--- src/rtl/pacman_pkg.sv ---
// Shared types for the pacman sprite datapath: headings, mover states, colours.
package pacman_pkg;

  typedef enum logic [1:0] {
    DIR_L = 2'd0,
    DIR_U = 2'd1,
    DIR_R = 2'd2,
    DIR_D = 2'd3
  } dir_t;

  typedef enum logic [2:0] {
    ST_INI,
    ST_STILL,
    ST_MOVE,
    ST_WIN,
    ST_LOSE
  } state_t;

  localparam logic [11:0] RGB_BLACK  = 12'h000;
  localparam logic [11:0] RGB_YELLOW = 12'hFF0;

  function automatic dir_t opposite(input dir_t d);
    case (d)
      DIR_L:   return DIR_R;
      DIR_U:   return DIR_D;
      DIR_R:   return DIR_L;
      default: return DIR_U;
    endcase
  endfunction

endpackage

--- src/rtl/move_tick_gen.sv ---
// Free-running divider: one-clock tick every TICK_DIV clocks, on the last count.
// Runs in every state; no backpressure; reset restarts the phase at 0.
module move_tick_gen #(
  parameter int TICK_DIV = 250000
) (
  input  logic clk,
  input  logic reset,
  output logic tick
);

  localparam int            CW   = $clog2(TICK_DIV);
  localparam logic [CW-1:0] LAST = CW'(TICK_DIV - 1);

  logic [CW-1:0] cnt;

  always_ff @(posedge clk or negedge reset) begin
    if (!reset)           cnt <= '0;
    else if (cnt == LAST) cnt <= '0;
    else                  cnt <= cnt + CW'(1);
  end

  assign tick = (cnt == LAST);

endmodule

--- src/rtl/sprite_mover.sv ---
// Tile-grid player mover: turns and stops at tile centres, buffers one turn request, optional tunnels.
// Position/dir/state update on the move tick, visible next cycle; fill/rgb are combinational.
module sprite_mover
  import pacman_pkg::*;
#(
  parameter int          TILE_W   = 8,
  parameter int          GRID_X   = 80,
  parameter int          GRID_Y   = 60,
  parameter int          STEP     = 1,
  parameter int          TICK_DIV = 250000,
  parameter int          SPRITE   = 5,
  parameter int          X_INI    = 37,
  parameter int          Y_INI    = 37,
  parameter bit          WRAP_EN  = 1'b1,
  parameter logic [11:0] COLOR    = RGB_YELLOW
) (
  input  logic        clk,
  input  logic        reset,
  input  logic        start,
  input  logic        ack,
  input  logic        win,
  input  logic        lose,
  input  logic [3:0]  dir_req,
  input  logic        wall_l,
  input  logic        wall_u,
  input  logic        wall_r,
  input  logic        wall_d,
  input  logic [9:0]  hCount,
  input  logic [9:0]  vCount,
  input  logic        bright,
  output logic [9:0]  pos_x,
  output logic [9:0]  pos_y,
  output logic [6:0]  tile_x,
  output logic [6:0]  tile_y,
  output logic [1:0]  dir,
  output logic        moving,
  output logic        fill,
  output logic [11:0] rgb
);

  localparam logic [9:0] TW     = 10'(TILE_W);
  localparam logic [9:0] HALF_T = 10'(TILE_W / 2);
  localparam logic [9:0] STP    = 10'(STEP);
  localparam logic [9:0] ROW_W  = 10'(GRID_X * TILE_W);
  localparam logic [9:0] COL_H  = 10'(GRID_Y * TILE_W);
  localparam logic [9:0] X0     = 10'(X_INI * TILE_W + TILE_W / 2);
  localparam logic [9:0] Y0     = 10'(Y_INI * TILE_W + TILE_W / 2);
  localparam logic [9:0] SPR_H  = 10'(SPRITE / 2);

  // A 1024-wide row makes ROW_W wrap to 0, which the mod-1024 arithmetic below still handles.
  function automatic logic [19:0] step_pos(input logic [9:0] x, input logic [9:0] y, input dir_t d);
    logic [9:0] nx;
    logic [9:0] ny;
    nx = x;
    ny = y;
    case (d)
      DIR_L: if (x >= STP) nx = x - STP; else if (WRAP_EN) nx = x + ROW_W - STP;
      DIR_R: if (x < ROW_W - STP) nx = x + STP; else if (WRAP_EN) nx = x + STP - ROW_W;
      DIR_U: if (y >= STP) ny = y - STP;
      DIR_D: if (y < COL_H - STP) ny = y + STP;
    endcase
    return {nx, ny};
  endfunction

  state_t     state, state_n;
  dir_t       dir_q, dir_n, go_dir, req_dir, pend_dir, pend_dir_n;
  logic       pend_vld, pend_vld_n, req_vld, go, tick, at_ctr;
  logic [9:0] px_n, py_n, dx, dy;
  logic [3:0] walls;

  move_tick_gen #(.TICK_DIV(TICK_DIV)) u_tick (
    .clk   (clk),
    .reset (reset),
    .tick  (tick)
  );

  assign walls  = {wall_d, wall_r, wall_u, wall_l};
  assign at_ctr = (pos_x % TW == HALF_T) && (pos_y % TW == HALF_T);

  always_comb begin
    req_vld = 1'b1;
    req_dir = DIR_L;
    case (dir_req)
      4'b1000: req_dir = DIR_L;
      4'b0100: req_dir = DIR_U;
      4'b0010: req_dir = DIR_R;
      4'b0001: req_dir = DIR_D;
      default: req_vld = 1'b0;
    endcase
  end

  always_comb begin
    state_n    = state;
    dir_n      = dir_q;
    pend_vld_n = pend_vld;
    pend_dir_n = pend_dir;
    px_n       = pos_x;
    py_n       = pos_y;
    go         = 1'b0;
    go_dir     = dir_q;
    case (state)
      ST_INI: begin
        px_n       = X0;
        py_n       = Y0;
        dir_n      = DIR_L;
        pend_vld_n = 1'b0;
        if (start) state_n = ST_STILL;
      end
      ST_STILL, ST_MOVE: begin
        if (win)       state_n = ST_WIN;
        else if (lose) state_n = ST_LOSE;
        else if (tick) begin
          if (at_ctr) begin
            if (pend_vld && !walls[pend_dir]) begin
              dir_n      = pend_dir;
              go_dir     = pend_dir;
              pend_vld_n = 1'b0;
              state_n    = ST_MOVE;
              go         = 1'b1;
            end else if (state == ST_MOVE && !walls[dir_q]) begin
              go = 1'b1;
            end else begin
              state_n = ST_STILL;
            end
          end else if (state == ST_MOVE) begin
            // Mid-tile only a reversal may be taken; other turns wait for the centre.
            if (pend_vld && pend_dir == opposite(dir_q)) begin
              dir_n      = opposite(dir_q);
              go_dir     = opposite(dir_q);
              pend_vld_n = 1'b0;
            end
            go = 1'b1;
          end
        end
      end
      ST_WIN, ST_LOSE: begin
        if (ack) begin
          state_n    = ST_INI;
          px_n       = X0;
          py_n       = Y0;
          dir_n      = DIR_L;
          pend_vld_n = 1'b0;
        end
      end
      default: state_n = ST_INI;
    endcase
    if (go) {px_n, py_n} = step_pos(pos_x, pos_y, go_dir);
    // A fresh request overrides a same-cycle consume, so it is used at the following tick.
    if (req_vld && state != ST_INI) begin
      pend_vld_n = 1'b1;
      pend_dir_n = req_dir;
    end
  end

  always_ff @(posedge clk or negedge reset) begin
    if (!reset) begin
      state    <= ST_INI;
      dir_q    <= DIR_L;
      pend_vld <= 1'b0;
      pend_dir <= DIR_L;
      pos_x    <= X0;
      pos_y    <= Y0;
    end else begin
      state    <= state_n;
      dir_q    <= dir_n;
      pend_vld <= pend_vld_n;
      pend_dir <= pend_dir_n;
      pos_x    <= px_n;
      pos_y    <= py_n;
    end
  end

  assign dir    = dir_q;
  assign moving = (state == ST_MOVE);
  assign tile_x = 7'(pos_x / TW);
  assign tile_y = 7'(pos_y / TW);

  assign dx   = (hCount >= pos_x) ? hCount - pos_x : pos_x - hCount;
  assign dy   = (vCount >= pos_y) ? vCount - pos_y : pos_y - vCount;
  assign fill = (dx <= SPR_H) && (dy <= SPR_H);
  assign rgb  = (bright && fill) ? COLOR : RGB_BLACK;

endmodule
--- config.mk ---
export PLATFORM = sky130hd
export DESIGN_NAME = sprite_mover
export DESIGN_NICKNAME = d
export VERILOG_FILES = /design/src/rtl/pacman_pkg.sv /design/src/rtl/move_tick_gen.sv /design/src/rtl/sprite_mover.sv
export SDC_FILE = /design/constraint.sdc
export NUM_CORES = 1
export LEC_CHECK = 0
export ABC_CLOCK_PERIOD_IN_PS = 8900
export CORE_ASPECT_RATIO = 1.1
export CORE_MARGIN = 2
export CORE_UTILIZATION = 56
export CTS_BUF_LIST = sky130_fd_sc_hd__clkbuf_4 sky130_fd_sc_hd__clkbuf_8
export DETAILED_ROUTE_END_ITERATION = 7
export GPL_TIMING_DRIVEN = 0
export PLACE_DENSITY = 0.83
export SLEW_MARGIN = 0
export SYNTH_ARGS = -nofsm -noshare
export SYNTH_HDL_FRONTEND = slang
export SYNTH_SLANG_ARGS = --single-unit
--- constraint.sdc ---
create_clock -name clk -period 8.9 [get_ports clk]
set_input_delay 2.225 -clock clk [delete_from_list [all_inputs] [get_ports clk]]
set_output_delay 2.225 -clock clk [all_outputs]
set_load 0.01 [all_outputs]
==> results of run 1 <==
-- what timing repair did --
action,CTS,global route
hold buffers,0,0
setup buffers,0,1
pin swaps,0,2
setup endpoints to repair,8,8
gates resized for setup,2,4
cloned,0,0
-- layout make-up --
type	count	area [um2]	share of cell area [%]
plain buffers	52	332.8	5.248
clock buffers	5	68.82	1.085
clock inverters	3	21.27	0.3354
inverters	49	183.9	2.900
multi-input cells	510	3615	56.99
flip-flops and latches	46	1161	18.31
well taps	117	146.4	2.308
repair buffers	81	813.3	12.82
-- cell usage after synthesis (all sizes together) (3+ instances only) --
master	number	area, um2
o21a	3	22.52
nand3	26	130.1
nand3b	4	30.03
and2	8	52.55
a221oi	4	41.29
inv	49	183.9
nor2b	15	93.84
o211ai	9	67.56
nand2b	4	25.02
nor4	14	117.6
and3	10	62.56
nand4	10	77.57
xor2	16	140.1
o21bai	3	22.52
a211oi	5	37.54
xnor2	28	245.2
a31oi	10	62.56
mux2	5	56.30
nor3	18	90.09
ha	48	600.6
a21o	13	97.59
a22o	3	26.28
mux2i	13	130.1
or3	7	43.79
fa	4	80.08
dfstp	8	210.2
buf	39	284.0
nor2	45	168.9
clkbuf	13	48.80
o21ai	53	280.3
a21oi	40	204.0
dfrtp	38	950.9
nand2	51	198.9
-- layout by cell type (no fill, tap or decap), types with 9 or more instances in the layout --
cell type | Yosys | layout
mux2i_1 | 13 | 13
inv_1 | 49 | 49
nor2_1 | 45 | 45
o21ai_0 | 45 | 45
clkbuf_1 | 13 | 13
a31oi_1 | 10 | 9
nand4_1 | 9 | 9
xor2_1 | 16 | 16
buf_2 | 8 | 9
nor4_1 | 12 | 12
nor3_1 | 18 | 18
and3_1 | 10 | 10
nand3_1 | 26 | 26
nand2_1 | 48 | 48
buf_4 | 28 | 29
a21oi_1 | 39 | 38
nor2b_1 | 15 | 15
o211ai_1 | 9 | 9
ha_1 | 48 | 48
xnor2_1 | 28 | 28
clkdlybuf4s50_1 | 0 | 78
dfrtp_1 | 38 | 38
a21o_1 | 13 | 13
-- routing by layer --
| layer | GRT usage (%) | vias up |
|---|---|---|
| met4 | 6.939 | 0 |
| met3 | 2.502 | 20 |
| met5 | 0 | - |
| met1 | 35.87 | 2391 |
| li1 | - | 2486 |
| met2 | 48.21 | 181 |
-- logic make-up after synthesis --
logic type	Yosys count	share of synthesized area, %
flops	46	22.17
other cells	1	0.07162
fa+ha+maj	54	13.38
buf+inv	101	9.869
xor+xnor	44	7.360
compound gates	167	20.67
simple gates	222	22.48
mux	19	3.990
-- stage by stage --
step | hold slack (ns) | total power [W] | std cells | utilization (%) | cell area, um2
6_report | 0.4860 | 0.0006271 | 863 | 68.84 | 6342
5_1_grt | 0.5207 | 0.0006702 | 863 | 68.84 | 6342
4_1_cts | 0.4908 | 0.0006255 | 862 | 68.44 | 6305
3_5_place_dp | 0.4767 | 0.0004916 | 854 | 67.30 | 6200
3_3_place_gp | 0.4754 | 0.0004833 | 853 | 67.13 | 6185
2_1_floorplan | 0.4473 | 0.0004151 | 657 | - | 5248
-- state kept, by name, indices dropped and copies added, names as in the netlist --
signal,count
u_tick.cnt,18
pos_x,10
pos_y,10
state,3
dir,2
pend_dir,2
pend_vld,1
-- power by group through the flow --
stage | sequential (W) | clock [W] | combinational, W
after floorplan | 0.000229 | 0 | 0.000186
after global placement | 0.000230 | 0 | 0.000253
after detailed placement | 0.000231 | 0 | 0.000261
after CTS | 0.000227 | 0.000135 | 0.000263
after global routing | 0.000228 | 0.000143 | 0.000299
final | 0.000227 | 0.000132 | 0.000267
-- worst max path at each step --
stage               startpoint  endpoint  cells after the start
floorplan            vCount[5]   rgb[10]                     14
global placement     vCount[3]    rgb[7]                     16
detailed placement   vCount[3]   rgb[10]                     16
CTS                  vCount[3]   rgb[10]                     16
global route         vCount[5]   rgb[10]                     17
finish               vCount[5]   rgb[10]                     17
-- worst max-delay path, cell delays in order --
cell,delay [ns]
clkdlybuf4s50_1,0.50
inv_1,0.05
ha_1,0.27
buf_2,0.18
a211oi_1,0.34
o21ai_1,0.18
a221oi_4,0.40
buf_4,0.26
mux2i_1,0.23
xnor2_1,0.15
nand2_1,0.07
nor4_1,0.24
nand4_1,0.20
nor4b_4,0.25
buf_4,0.19
buf_4,0.11
clkdlybuf4s50_1,0.52
==> run metrics, run 1 <==
highest clock rate=116.5 MHz; CORE AREA=roughly 9000 um2; H-tree depth=2; VDD IR-drop max=around 0.13 mV; async set or reset register ratio after synthesis=100.0%; Die W=roughly 96 um; Detail Route Antenna Nets=0; worst r2r src=pos_y[1]$_DFFE_PN0P_; die area=between 10000 and 15000 um2; clk_skew=0.01366 ns; clock group share of total power=21.1%; RD Place Congestion=0.9537; layout cells sized above 1=a little under an eighth; Power Density=98.87 nW/um2; Arr. time, crit path=around 6.4 ns; dpl ws=-0.4910 ns; crit path kind=in -> out; via/cell ratio=~5.9; highest routed layer=met4; Post-synth top flop=dfrtp_1; Cell variety after synth=just over 70; Max Buffers Root-to-Sink=2; final number of hold-violating endpoints=0; Net Sw Power=~0.00025 W; sequential element share of the synthesized area=between 20% and 30%; HP Start=u_tick.cnt[0]$_DFF_PN0_; Hold EP=u_tick.cnt[0]$_DFF_PN0_; clk sinks=46; Final WS setup=0.3184 ns; CTS buffer count=5; crit-path max FO=10; vias in the first global route=about 5000; synth warn=0; final WL=between 10 and 15 mm; Root Buffer Master=clkbuf_8; metal3 WL=734 um; min Tclk post-route=~8.6 ns; fin. max-slew vios=0; TNS Setup=0 ns; Mapped Cells=about 650; maximum number of pins on one net before global-route repair=38; number of synthesized flops with an enable pin=0; Crit. End Element=output port; CTS tree=yes; Synth Register Bits=46; met2 wire length=between 6 and 7 mm; RR Endpoint=pos_y[7]$_DFFE_PN0P_; hold depth=1; logic gate share of total power=around 43%; first-pass GRT wire length=22.85 mm; Slew headroom=55.04%; n_diodes=0; Clock transition at path regs=roughly 0.10 ns; sw frac=39.66%; Startpoint Class=input port; initial antenna violation count=0; drt drc=0; Ports=85; gr ovfl total=0; RSZ-0062 raised after global routing=no; number of fill cells=approximately 770; Reg power frac=around 36%; DRT iter0 DRCs=350; worst hold path type=reg -> reg; Initial Util=between 50% and 60%; fin crit share=96.42%; drt pass-1 iters=6; Port-buffer cells=around 80; # rows=37; status=finished, final reports clean; Chip Height=approximately 110 um; Post-layout nets=832; synthesized area=5236 um2; M1 WL=a little under 6 mm; P&R area growth vs syn=21.12%; DP HPWL=between 10 and 15 mm; Pint=around 0.00038 W; R2R cell count=15; Vias=between 5000 and 6000; Worst R2R Setup Slack=between 5 and 6 ns; WL/cell=around 16 um; syn_area_per_cell=8.007 um2; Worst EP required=between 6 and 7 ns; Clock Latency Late Sink=around 0.31 ns; max-cap violation count=0; Pleak=2.794 nW; Slew @ Worst Pin=0.6699 ns; Tot GR Track Use=roughly 28%; setup violators final=0
Power figures use the tool's default switching activity.
==> run 2, diff against run 1 <==
CORE_MARGIN = 4   (was 2)
==> run metrics, run 2 (same netlist as run 1, synthesis figures left out) <==
clk sinks=46 (unchanged); RD Place Congestion=0.9742 (+2.1%); Crit. Startpoint=vCount[3]; setup violators final=0 (unchanged); M1 WL=5.769 mm (-1.3%); TNS Setup=0 ns (unchanged); Vias=5012 (-1.3%); Final WS setup=0.3251 ns (+0.006688 ns); Crit. End Element=output port; CORE AREA=9009 um2 (-2.2%); Net Sw Power=0.0002462 W (-1.0%); H-tree depth=2 (unchanged); vias in the first global route=4773 (-3.8%); Clock Latency Late Sink=0.31 ns (about the same); top flop regs=u_tick.cnt (18), pos_x (10), pos_y (10); clock group share of total power=21.0% (about the same); metal3 WL=798 um (+8.7%); Power Density=98.63 nW/um2 (-0.25%); Chip Height=109.4 um (+3.8%); highest routed layer=met4; fin crit share=96.35% (about the same); CTS Hold Bufs=0 (unchanged); first-pass GRT wire length=22.29 mm (-2.4%); max-cap violation count=0 (unchanged); sw frac=39.44% (-0.23 points); worst r2r src=pos_y[1]$_DFFE_PN0P_; maximum number of pins on one net before global-route repair=36 (-5.3%); worst hold path type=reg -> reg; layout cells sized above 1=11.53% (unchanged); logic gate share of total power=42.6% (about the same); drt pass-1 iters=5 (-1); status=finished, final reports clean; Ports=85 (unchanged); final non-filler cell total=860 (-0.35%); Worst R2R Setup Slack=5.33 ns (+0.03 ns); # rows=36 (-2.7%); R2R cell count=15 (unchanged); WL/cell=15.74 um (-0.53%); Port-buffer cells=79 (unchanged); max reg flops=18 (unchanged); final WL=13.54 mm (-0.87%); number of fill cells=728 (-5.2%); highest clock rate=116.6 MHz (about the same); HP Start=u_tick.cnt[8]$_DFF_PN0_; Post-layout nets=832 (unchanged); fin. max-slew vios=0 (unchanged); clk_skew=0.008578 ns (-0.005084 ns); Tot GR Track Use=24.83% (-2.7 points); P&R area growth vs syn=20.88%; n_diodes=0 (unchanged); Pint=0.0003781 W (about the same); initial antenna violation count=0 (unchanged); CTS tree=yes; commonest cells after routing, fill and taps aside=clkdlybuf4s50_1, inv_1, nand2_1, ha_1; final number of hold-violating endpoints=0 (unchanged); Arr. time, crit path=6.35 ns (about the same); Reg power frac=36.3% (about the same); Initial Util=58.13% (+1.3 points); most common cell after layout, fill and taps aside=clkdlybuf4s50_1; DP HPWL=10.74 mm (+0.77%); Largest Register=u_tick.cnt; Slew @ Worst Pin=0.6769 ns (+0.006962 ns); hold depth=1 (unchanged); DRT iter0 DRCs=331 (-5.4%); Startpoint Class=input port; Die W=100.2 um (+4.2%); crit-path max FO=10 (unchanged); crit path kind=in -> out; Max Buffers Root-to-Sink=2 (unchanged); final core utilization=70.26% (+1.4 points); Power, Total=0.0006243 W (-0.44%); min Tclk post-route=8.575 ns (-0.006688 ns); Clock transition at path regs=0.09 ns (about the same); Inst Count DP=851 (-0.35%); Pleak=2.793 nW (about the same); drt drc=0 (unchanged); CTS buffer count=5 (unchanged); Detail Route Antenna Nets=0 (unchanged); die area=10960 um2 (+8.1%); VDD IR-drop max=0.1048 mV (-19%); via/cell ratio=5.828 (-0.96%); dpl ws=-0.4440 ns (+0.04703 ns); RR Endpoint=pos_y[9]$_DFFE_PN0P_; gr ovfl total=0 (unchanged); Hold EP=u_tick.cnt[8]$_DFF_PN0_; Worst EP required=6.68 ns (about the same); Root Buffer Master=clkbuf_8; Slew headroom=54.57% (-0.47 points); RSZ-0062 raised after global routing=no; met2 wire length=6.801 mm (-1.2%)
[run 2: cell counts in the layout (fill, tap and decap cells not counted)]
No cell type changed its count.
[run 2: what timing repair did]
item,4_1_cts,5_1_grt
buffers inserted,0,1
pin swaps,0,1
resized for setup,2,3
setup endpoints to repair,8,8
[run 2: power groups by stage]
stage / Sequential [W] / Combinational, W / Clock, W
2_1_floorplan: 0.000229 / 0.000186 / 0
3_3_place_gp: 0.000230 / 0.000254 / 0
3_5_place_dp: 0.000231 / 0.000261 / 0
4_1_cts: 0.000227 / 0.000263 / 0.000137
5_1_grt: 0.000228 / 0.000295 / 0.000145
6_report: 0.000227 / 0.000266 / 0.000131
[run 2: layout make-up]
class | instances | area (um2) | area share (%)
clock buffer | 5 | 68.82 | 1.087
timing repair buffer | 81 | 813.3 | 12.85
tap | 114 | 142.6 | 2.253
multi-input combinational | 510 | 3606 | 56.97
clock inverter | 3 | 21.27 | 0.3360
sequential | 46 | 1161 | 18.34
buffer | 52 | 332.8 | 5.258
inverter | 49 | 183.9 | 2.906
[run 2: worst max path at each step]
stage	slack, ns	depth (start not counted)	to
finish	0.33	17	rgb[7]
global route	0.02	17	rgb[7]
CTS	0.05	16	rgb[7]
detailed placement	-0.44	16	rgb[7]
global placement	-0.21	16	rgb[9]
floorplan	0.98	14	rgb[10]
[run 2: worst max-delay path: stages]
cell and delay [ns]:
clkdlybuf4s50_1 0.51, inv_1 0.06, ha_1 0.29, clkbuf_1 0.19, a21oi_2 0.25, o211ai_1 0.22, a221oi_4 0.41, buf_4 0.26
mux2i_1 0.23, xnor2_1 0.14, nand2_1 0.06, nor4_1 0.24, nand4_1 0.20, nor4b_4 0.24, buf_4 0.18, buf_4 0.11
clkdlybuf4s50_1 0.53
[run 2: layer usage]
| metal | up-vias | global-route usage [%] |
|---|---|---|
| met4 | 0 | 6.641 |
| li1 | 2487 | - |
| met2 | 171 | 44.13 |
| met1 | 2341 | 32.22 |
| met3 | 13 | 2.411 |
| met5 | - | 0 |
[run 2: stage by stage]
step	instance area (um2)	hold slack, ns
final	6330	0.4941
after global routing	6330	0.5151
after CTS	6301	0.5010
after detailed placement	6196	0.4808
after global placement	6181	0.4742
after floorplan	5248	0.4473
